File: config.mk
export PLATFORM = sky130hd
export DESIGN_NAME = toll_payment_unit
export DESIGN_NICKNAME = d
export VERILOG_FILES = /design/src/rtl/toll_payment_unit.sv
export SDC_FILE = /design/constraint.sdc
export NUM_CORES = 1
export LEC_CHECK = 0
export ABC_AREA = 1
export CAP_MARGIN = 25
export CORE_ASPECT_RATIO = 1.75
export CORE_UTILIZATION = 30
export DETAILED_ROUTE_END_ITERATION = 12
export PLACE_DENSITY_LB_ADDON = 0.05
export SYNTH_ARGS = -nofsm -noshare
export SYNTH_HDL_FRONTEND = slang
export SYNTH_SLANG_ARGS = --single-unit
File: constraint.sdc
create_clock -name clk_i -period 2.1 [get_ports clk_i]
set_clock_uncertainty 0.05 [all_clocks]
set_input_delay 0.21 -clock clk_i [delete_from_list [all_inputs] [get_ports clk_i]]
set_output_delay 0.21 -clock clk_i [all_outputs]
set_load 0.005 [all_outputs]
File: src/rtl/toll_payment_unit.sv
// Booth-side payment front end. Detects a vehicle, collects coin credit and
// issues a one-cycle car/pay_ok request to the gate controller once the fee is
// covered. It then follows the gate open/close pulses, returns change or
// refunds, and counts paid passages. All outputs come straight from registers.
module toll_payment_unit #(
    parameter logic [7:0]  FEE     = 8'd20,
    parameter int unsigned TIMEOUT = 16
) (
    input  logic        clk_i,
    input  logic        reset_ni,
    input  logic        car_present_i,
    input  logic        coin_valid_i,
    input  logic [7:0]  coin_value_i,
    input  logic        cancel_i,
    input  logic        gate_open_i,
    input  logic        gate_close_i,
    output logic        car_o,
    output logic        pay_ok_o,
    output logic [7:0]  credit_o,
    output logic [7:0]  change_o,
    output logic        change_valid_o,
    output logic        refund_o,
    output logic        coin_reject_o,
    output logic        busy_o,
    output logic [15:0] paid_count_o
);

    // Counter only has to reach TIMEOUT-1; the expiring cycle itself leaves COLLECT.
    localparam int unsigned    TmoW    = (TIMEOUT > 1) ? $clog2(TIMEOUT) : 1;
    localparam logic [TmoW-1:0] TmoLast = TmoW'(TIMEOUT - 1);

    typedef enum logic [2:0] {
        StIdle,
        StCollect,
        StRequest,
        StWaitOpen,
        StWaitClose,
        StRefund
    } state_e;

    state_e          state_q, state_d;
    logic [7:0]      credit_q, credit_d;
    logic [7:0]      change_q, change_d;
    logic            change_valid_q, change_valid_d;
    logic            refund_q, refund_d;
    logic            coin_reject_q, coin_reject_d;
    logic            car_q, car_d;
    logic            pay_ok_q, pay_ok_d;
    logic            busy_q, busy_d;
    logic [15:0]     paid_count_q, paid_count_d;
    logic [TmoW-1:0] tmo_q, tmo_d;

    logic [8:0]      credit_sum;
    logic [7:0]      credit_acc;
    logic            go_refund;

    // Credit after the current coin (if any), saturated at 255.
    always_comb begin
        credit_sum = {1'b0, credit_q} + {1'b0, coin_value_i};
        if (coin_valid_i) begin
            credit_acc = credit_sum[8] ? 8'hFF : credit_sum[7:0];
        end else begin
            credit_acc = credit_q;
        end
    end

    // Next-state and registered-output decode.
    always_comb begin
        state_d        = state_q;
        credit_d       = credit_q;
        change_d       = 8'd0;
        change_valid_d = 1'b0;
        refund_d       = 1'b0;
        car_d          = 1'b0;
        pay_ok_d       = 1'b0;
        paid_count_d   = paid_count_q;
        tmo_d          = '0;
        go_refund      = 1'b0;
        // Coins are only taken while collecting; anywhere else they bounce.
        coin_reject_d  = coin_valid_i && (state_q != StCollect);

        unique case (state_q)
            StIdle: begin
                if (car_present_i) begin
                    state_d = StCollect;
                end
            end

            StCollect: begin
                credit_d = credit_acc;
                tmo_d    = coin_valid_i ? '0 : tmo_q + 1'b1;
                // Cancel / sensor drop beat the fee check; a coin beats the timeout.
                if (cancel_i || !car_present_i) begin
                    go_refund = 1'b1;
                end else if (coin_valid_i && (credit_acc >= FEE)) begin
                    state_d  = StRequest;
                    car_d    = 1'b1;
                    pay_ok_d = 1'b1;
                    tmo_d    = '0;
                end else if (!coin_valid_i && (tmo_q == TmoLast)) begin
                    go_refund = 1'b1;
                end

                if (go_refund) begin
                    state_d        = StRefund;
                    change_d       = credit_acc;
                    change_valid_d = 1'b1;
                    refund_d       = 1'b1;
                    credit_d       = 8'd0;
                    tmo_d          = '0;
                end
            end

            StRequest: begin
                state_d = StWaitOpen;
            end

            StWaitOpen: begin
                // No timeout here: the gate may legitimately hold before opening.
                if (gate_open_i) begin
                    state_d        = StWaitClose;
                    change_d       = credit_q - FEE;
                    change_valid_d = (credit_q != FEE);
                    credit_d       = 8'd0;
                    if (paid_count_q != 16'hFFFF) begin
                        paid_count_d = paid_count_q + 16'd1;
                    end
                end
            end

            StWaitClose: begin
                if (gate_close_i) begin
                    state_d = StIdle;
                end
            end

            StRefund: begin
                state_d = StIdle;
            end

            default: begin
                state_d  = StIdle;
                credit_d = 8'd0;
            end
        endcase

        busy_d = (state_d != StIdle);
    end

    // State and output registers; reset drops any transaction in flight.
    always_ff @(posedge clk_i or negedge reset_ni) begin
        if (!reset_ni) begin
            state_q        <= StIdle;
            credit_q       <= 8'd0;
            change_q       <= 8'd0;
            change_valid_q <= 1'b0;
            refund_q       <= 1'b0;
            coin_reject_q  <= 1'b0;
            car_q          <= 1'b0;
            pay_ok_q       <= 1'b0;
            busy_q         <= 1'b0;
            paid_count_q   <= 16'd0;
            tmo_q          <= '0;
        end else begin
            state_q        <= state_d;
            credit_q       <= credit_d;
            change_q       <= change_d;
            change_valid_q <= change_valid_d;
            refund_q       <= refund_d;
            coin_reject_q  <= coin_reject_d;
            car_q          <= car_d;
            pay_ok_q       <= pay_ok_d;
            busy_q         <= busy_d;
            paid_count_q   <= paid_count_d;
            tmo_q          <= tmo_d;
        end
    end

    assign car_o          = car_q;
    assign pay_ok_o       = pay_ok_q;
    assign credit_o       = credit_q;
    assign change_o       = change_q;
    assign change_valid_o = change_valid_q;
    assign refund_o       = refund_q;
    assign coin_reject_o  = coin_reject_q;
    assign busy_o         = busy_q;
    assign paid_count_o   = paid_count_q;

endmodule

==> results of run 1 <==
[power groups by stage]
stage	clock network [mW]	registers [mW]	logic, mW
detailed placement	0	1.20	2.00
finish	0.925	1.18	2.14
global placement	0	1.20	2.00
CTS	0.943	1.19	2.08
global route	0.980	1.20	2.38
floorplan	0	1.21	0.918
[stage by stage]
step	util, %	instance area, µm²
2_1_floorplan	-	2450
3_3_place_gp	42.1	3330
3_5_place_dp	42.1	3330
4_1_cts	45.2	3570
5_1_grt	45.9	3630
6_report	45.9	3630
[synthesized netlist by cell type]
master,count
a21oi_1,8
o21bai_1,1
fa_1,1
nand3_2,3
nor3_2,1
ha_1,12
nand2_1,64
nand2_2,6
clkinv_1,2
buf_4,2
nor2_1,29
nor2_2,1
xnor2_1,8
nor3_1,3
o22ai_1,15
or2_2,1
nor2_4,1
a41oi_2,1
inv_1,46
nand4_1,4
and3_1,1
inv_2,3
o21ai_0,7
nor4_1,1
or2_1,2
xor2_1,9
dfrtp_1,44
nand3_1,23
[state kept, by name, summed over array words and instances (netlist names), 3 cells and up]
signal and count:
tmo_q 4, change_o 8, state_q 3, paid_count_o 16, credit_o 8
[cell families (layout without fill, tap and decap cells)]
group	Yosys count	count (layout)	share of synthesized area, %
DFF	44	44	44.9
AOI/OAI and AO/OA	32	32	7.87
adders and majority gates	13	13	6.95
and+or+nand+nor	140	140	25.7
buffers and inverters	53	153	8.43
xor gates and xnor gates	17	17	6.08
[cells in the final DEF (no fill, tap or decap), types with 2 or more instances in the layout]
master           count
a21oi_1              7
buf_4               41
clkbuf_16            5
clkdlybuf4s50_1     51
clkinv_1             2
dfrtp_1             44
ha_1                11
inv_1               46
inv_2                3
nand2_1             59
nand2_2              9
nand2_4              2
nand3_1             18
nand3_2              8
nand4_1              4
nor2_1              29
nor3_1               3
o21ai_0              7
o22ai_1             13
o22ai_2              2
or2_1                2
xnor2_1              8
xor2_1               9
[what timing repair did]
item | 4_1_cts | 5_1_grt
resized for setup | 9 | 7
hold buffers | 1 | 0
hold endpoints to repair | 22 | 0
endpoints found under the setup margin | 4 | 13
pin swaps | 2 | 11
setup buffers | 2 | 4
[area by class of cell]
type | count | area, µm² | area share (%)
Sequential cell | 44 | 1100 | 30.3
Multi-Input combinational cell | 202 | 1220 | 33.5
Clock buffer | 6 | 139 | 3.82
Timing Repair Buffer | 94 | 833 | 22.9
Clock inverter | 2 | 38.8 | 1.07
Inverter | 51 | 191 | 5.27
Tap cell | 90 | 113 | 3.10
[metal layers]
metal	track usage, %	up-vias	routed length, µm
met2	34.0	56	3980
li1	-	1148	-
met1	16.8	1072	2470
met4	6.00	0	99
met5	0	-	0
met3	2.23	11	174
[critical path, delay by kind of cell, from the launching register on]
| family | cells | cell delay [ns] |
|---|---|---|
| AOI/OAI and AO/OA | 1 | 0.07 |
| buffers and inverters | 1 | 0.05 |
| adders and majority gates | 2 | 0.54 |
| and+or+nand+nor | 11 | 1.03 |
| DFF | 1 | 0.39 |
[worst max-delay path by stage]
stage | from | to
2_1_floorplan | credit_o[0] | busy_o
3_3_place_gp | coin_value_i[0] | busy_o
3_5_place_dp | coin_value_i[0] | busy_o
4_1_cts | credit_o[0] | busy_o
5_1_grt | credit_o[0] | busy_o
6_report | credit_o[0] | busy_o
==> results.md, run 1 <==
* Result of the run: finished with violations
* Failing checks: negative setup slack
* Warnings, synthesis at 0
* Global-route wire length before repair at 11.1 mm
* Longest Clk Path Bufs at 2
* FF+latch count, synth at 44
* Max FO, Critical Path at 6
* CP max stage delay at 0.39 ns
* Worst slew margin relative to its limit at a little over three fifths
* Antenna Violating Nets Remaining at 0
* Combinational group share of total power at 50.4%
* First DRT Iteration DRCs at 82
* Final number of hold-violating endpoints at 0
* Data arrival, critical path at 2.37 ns
* Drt via density at between 4 and 5
* Worst-case setup margin in the final layout at -0.144 ns
* Vias in the first global route at 2374
* Peak clock frequency supported by timing at 0.446 GHz
* Net Count, Synth at 327
* Layout cell share with drive strength beyond 1 at 20.6%
* Tot Pwr at 4.24 mW
* Number of maximum-capacitance violations at 0
* Vertical extent of the die at between 100 and 150 µm
* Via Count at 2287
* Sw Ratio at 35.9%
* Most numerous cell on the critical path: nand2_1
* Initial Utilization at 31.0%
* Synth-to-Final Area Change at 48.3%
* Number of antenna violations at the first check in global routing at 0
* Total length of routed wires at 6.72 mm
* Crit-path cells: ha_2 -> fa_2 -> nand2_2 -> nand2_4 -> nand2_4 -> nor2_2 -> nor2_4 -> nand2_1 -> nand2_1 -> a21oi_2 -> or2_1 -> nand3_2 -> nand2_2 -> inv_2 -> nand2_1
* Number of port buffers at 52
* NumNets Final at 426
* Endpoint of the worst-slack reg-to-reg timing path: busy_o
* Period minus WS final at approximately 2.2 ns
* Clock transition at the registers of the reported paths at 0.07 ns
* Num ports at 53
* Placed wire-length estimate at roughly 5.4 mm
* Kind of critical path: reg -> reg
* Number of clock buffers inserted by TritonCTS at 5
* Sequential share of power at between 20% and 30%
* Post-Synthesis Cell Area at 0.00245 mm²
* Worst setup slack for register-to-register paths at -0.14 ns
* Mean instance size in the synthesized netlist at 8.19 µm²
* Iteration count of the initial detailed-routing pass at 6
* # H-tree levels at 2
* Placed cell count at 474
* Sequential-to-total area share from yosys stat at 44.9%
* Worst flop-to-flop path startpoint: credit_o[0]
* Cell type contributing the most total cell area after synthesis: dfrtp_1
* Library cell contributing the largest single delay on the critical path: dfrtp_1
* Die Wd at ~70 µm
* Final critical-path share of the clock period at 107%
* Count of final max-slew check failures at 0
* Sort of element at the start of the critical path: flop
* WHS at 0.390 ns
* Number of antenna cells inserted at 0
* Mean routed wirelength per cell at 13.7 µm
* Gate count after technology mapping at 299
* Cell depth of the worst flop-to-flop path at 15
* Share of total power in the clock network at 21.8%
* Lkg Pwr at around 1.8 nW
* Clock latency reported for the late side of the worst-skew pair at slightly below 0.3 ns
* Die area at 0.00855 mm²
* Global-route usage over all layers at between 15 and 20%
* Final setup fails at 3
* TNS Setup at -0.253 ns
* IR Drop Worst-Case VDD at 0.439 mV
* Internal cell power at 2.72 mW
* Pin count of the biggest net entering global routing at 25
* Synth area leaders: dfrtp_1 45%, nand2_1 9.8%, inv_1 7.0%, ha_1 6.1%, nand3_1 4.7%
* Clock tree from TritonCTS: done
* Nature of the critical path endpoint: flop
* Final cell count without fillers at ~490
* Number of rows created at floorplan at 43
* Required @ worst endpoint at approximately 2.2 ns
* Synth cell types at 28
* Total DRC errors in the routed layout at 0
* Residual overflow from global routing at 0
* Number of fillers in the final layout at roughly 800
* RSZ-0062 raised after global routing: yes
* Clk sink count at 44
* Pre-CTS setup slack at -0.436 ns
* Class of the tightest hold or removal check: in -> async
* Switching power of the nets at 1.52 mW
* Core Footprint at roughly 0.0079 mm²
* Pwr Density at around 1200 mW/mm²
* Fraction of post-synthesis cell area in the top cell type by area at around 45%
* CTS Root Buffer Type: clkbuf_16
* Routability Congestion at 0.764
* Slew at the pin with the worst max-slew slack at 0.562 ns
Power figures use the tool's default switching activity.
==> run 2, diff against run 1 <==
CAP_MARGIN = not set   (was 25)
==> results of run 2 <==
The final DEF is identical to that of run 1; final timing and power are the same.
==> run 3, diff against run 2 <==
CTS_CLUSTER_SIZE = 8   (was not set)
PLACE_DENSITY = 0.57   (was not set)
PLACE_DENSITY_LB_ADDON = not set   (was 0.05)
==> results.md, run 3 (synthesized netlist as in run 1, its figures left out) <==
* Result of the run: finished with violations
* Failing checks: negative setup slack
* Synth-to-Final Area Change at 43.9%
* Data arrival, critical path at 2.35 ns (-0.02 ns)
* Kind of critical path: reg -> reg
* Final setup fails at 3 (unchanged)
* Startpoint of the worst setup timing path: credit_o[0]
* Max FO, Critical Path at 6 (unchanged)
* Pin count of the biggest net entering global routing at 45 (+80%)
* Area used by multi-input combinational logic at 0.00121 mm² (-0.72%)
* Core Footprint at 0.00791 mm² (unchanged)
* IR Drop Worst-Case VDD at 0.522 mV (+19%)
* Antenna Violating Nets Remaining at 0 (unchanged)
* # H-tree levels at 2 (unchanged)
* Via Count at 2268 (-0.83%)
* Layout cell share with drive strength beyond 1 at 17.8% (-2.8 points)
* Longest Clk Path Bufs at 2 (unchanged)
* Share of total power in the clock network at 19.9% (-1.9 points)
* Switching power of the nets at 1.48 mW (-2.6%)
* Required @ worst endpoint at 2.22 ns (about the same)
* Die Wd at 70.3 µm (unchanged)
* Peak clock frequency supported by timing at 0.449 GHz (+0.76%)
* Placed wire-length estimate at 4.97 mm (-8.0%)
* Final cell count without fillers at 478 (-2.2%)
* Lkg Pwr at 1.75 nW (-4.3%)
* Slew at the pin with the worst max-slew slack at 0.574 ns (+0.0123 ns)
* Iteration count of the initial detailed-routing pass at 4 (-2)
* Worst slew margin relative to its limit at 61.7% (-0.82 points)
* Worst-case setup margin in the final layout at -0.127 ns (+0.0168 ns)
* Crit-path cells: ha_4 -> fa_2 -> nand2_2 -> nand2_4 -> nand2_4 -> nor2_2 -> nor2_4 -> nand3_2 -> nand2_2 -> nand3_2 -> or2_1 -> nand3_2 -> nand2_2 -> inv_2 -> nand2_1
* Global-route wire length before repair at 10.5 mm (-5.7%)
* Number of antenna cells inserted at 0 (unchanged)
* NumNets Final at 416 (-2.3%)
* Capturing element of the worst setup path: busy_o
* Placed cell count at 467 (-1.5%)
* Worst setup slack for register-to-register paths at -0.13 ns (+0.02 ns)
* Pre-CTS setup slack at -0.426 ns (+0.00987 ns)
* Library cell contributing the largest single delay on the critical path: dfrtp_1
* Mean routed wirelength per cell at 13.4 µm (-2.3%)
* Final critical-path share of the clock period at 106% (-0.80 points)
* Vias in the first global route at 2311 (-2.7%)
* Initial Utilization at 31.0% (unchanged)
* Pwr Density at 1140 mW/mm² (-2.0%)
* Number of maximum-capacitance violations at 0 (unchanged)
* Internal cell power at 2.55 mW (-6.2%)
* Number of antenna violations at the first check in global routing at 0 (unchanged)
* Endpoint of the worst-slack reg-to-reg timing path: busy_o
* Residual overflow from global routing at 0 (unchanged)
* Clock tree from TritonCTS: done
* Sort of element at the start of the critical path: flop
* Sequential share of power at 29.3% (+1.5 points)
* TNS Setup at -0.200 ns (+0.0530 ns)
* Sequential cell area in the final layout at 0.00110 mm² (unchanged)
* Clock latency reported for the late side of the worst-skew pair at 0.28 ns (about the same)
* First DRT Iteration DRCs at 103 (+26%)
* Combinational group share of total power at 50.7% (+0.3 points)
* Number of port buffers at 52 (unchanged)
* Most frequent standard cell in the layout excluding fill and tap cells: nand2_1
* Clock transition at the registers of the reported paths at 0.06 ns (about the same)
* Final number of hold-violating endpoints at 0 (unchanged)
* Worst flop-to-flop path startpoint: credit_o[0]
* RSZ-0062 raised after global routing: yes
* Period minus WS final at 2.23 ns (-0.0168 ns)
* Count of final max-slew check failures at 0 (unchanged)
* Top library cells by usage in the layout, fill and taps aside: 58 x nand2_1, 51 x clkdlybuf4s50_1, 46 x inv_1
* Vertical extent of the die at 122 µm (unchanged)
* Die area at 0.00855 mm² (unchanged)
* Num ports at 53 (unchanged)
* Nature of the critical path endpoint: flop
* Number of fillers in the final layout at 793 (-0.75%)
* Sw Ratio at 36.8% (+0.87 points)
* CTS Root Buffer Type: clkbuf_16
* Worst Hold Depth at 1
* CP max stage delay at 0.41 ns (+0.02 ns)
* Routability Congestion at 0.819 (+7.1%)
* Total DRC errors in the routed layout at 0 (unchanged)
* Number of clock buffers inserted by TritonCTS at 5 (unchanged)
* Cell depth of the worst flop-to-flop path at 15 (unchanged)
* Clk sink count at 44 (unchanged)
* Global-route usage over all layers at 15.8% (-1.0 points)
* Number of rows created at floorplan at 43 (unchanged)
* Drt via density at 4.74 (+1.5%)
* Final core utilization at 44.6% (-1.4 points)
* Tot Pwr at 4.03 mW (-4.9%)
* Class of the tightest hold or removal check: reg -> reg
* Flip-flop count of the largest register after layout at 16 (unchanged)
* Total length of routed wires at 6.42 mm (-4.5%)
run 3: critical path, delay by kind of cell (launching register included):
kind / cells / cell delay (ns)
simple gates: 12 / 1.06
flops: 1 / 0.41
buf+inv: 1 / 0.05
fa+ha+maj: 2 / 0.53
run 3: layout make-up:
cell class              instances  area share (%)
multi-input cells             202            34.3
repair buffers                 84            21.5
clock buffers                   7            4.33
inverters                      51            5.43
well taps                      90            3.19
flip-flops and latches         44            31.2
run 3: repair_timing:
item | CTS | global route
endpoints found under the hold margin | 44 | 0
buffers inserted | 2 | 1
resized for setup | 6 | 8
setup endpoints to repair | 3 | 6
pin swaps | 1 | 2
hold buffers | 1 | 0
gates cloned | 0 | 0
run 3: routing by layer:
metal	vias to the layer above	part of all wire, %	track usage [%]
met2	54	57	31.1
met1	1078	38	16.0
met5	-	0	0
met3	10	2.8	1.90
li1	1126	-	-
met4	0	2.2	7.00
run 3: metrics by stage:
| stage | instance area (µm²) | hold WS [ns] |
|---|---|---|
| 6_report | 3520 | 0.417 |
| 5_1_grt | 3520 | 0.442 |
| 4_1_cts | 3480 | 0.424 |
| 3_5_place_dp | 3280 | 0.286 |
| 3_3_place_gp | 3280 | 0.279 |
| 2_1_floorplan | 2450 | -0.136 |
run 3: worst min path at each step:
stage / start / end
2_1_floorplan: reset_ni / busy_o
3_3_place_gp: reset_ni / paid_count_o[14]
3_5_place_dp: reset_ni / paid_count_o[13]
4_1_cts: tmo_q[0] / tmo_q[0]
5_1_grt: tmo_q[0] / tmo_q[0]
6_report: tmo_q[0] / tmo_q[0]
run 3: power by group through the flow:
stage | Combinational [mW] | Sequential, mW | Clock (mW)
CTS | 1.98 | 1.19 | 0.828
global route | 2.25 | 1.21 | 0.858
finish | 2.05 | 1.18 | 0.803
detailed placement | 1.92 | 1.20 | 0
floorplan | 0.918 | 1.21 | 0
global placement | 1.91 | 1.20 | 0
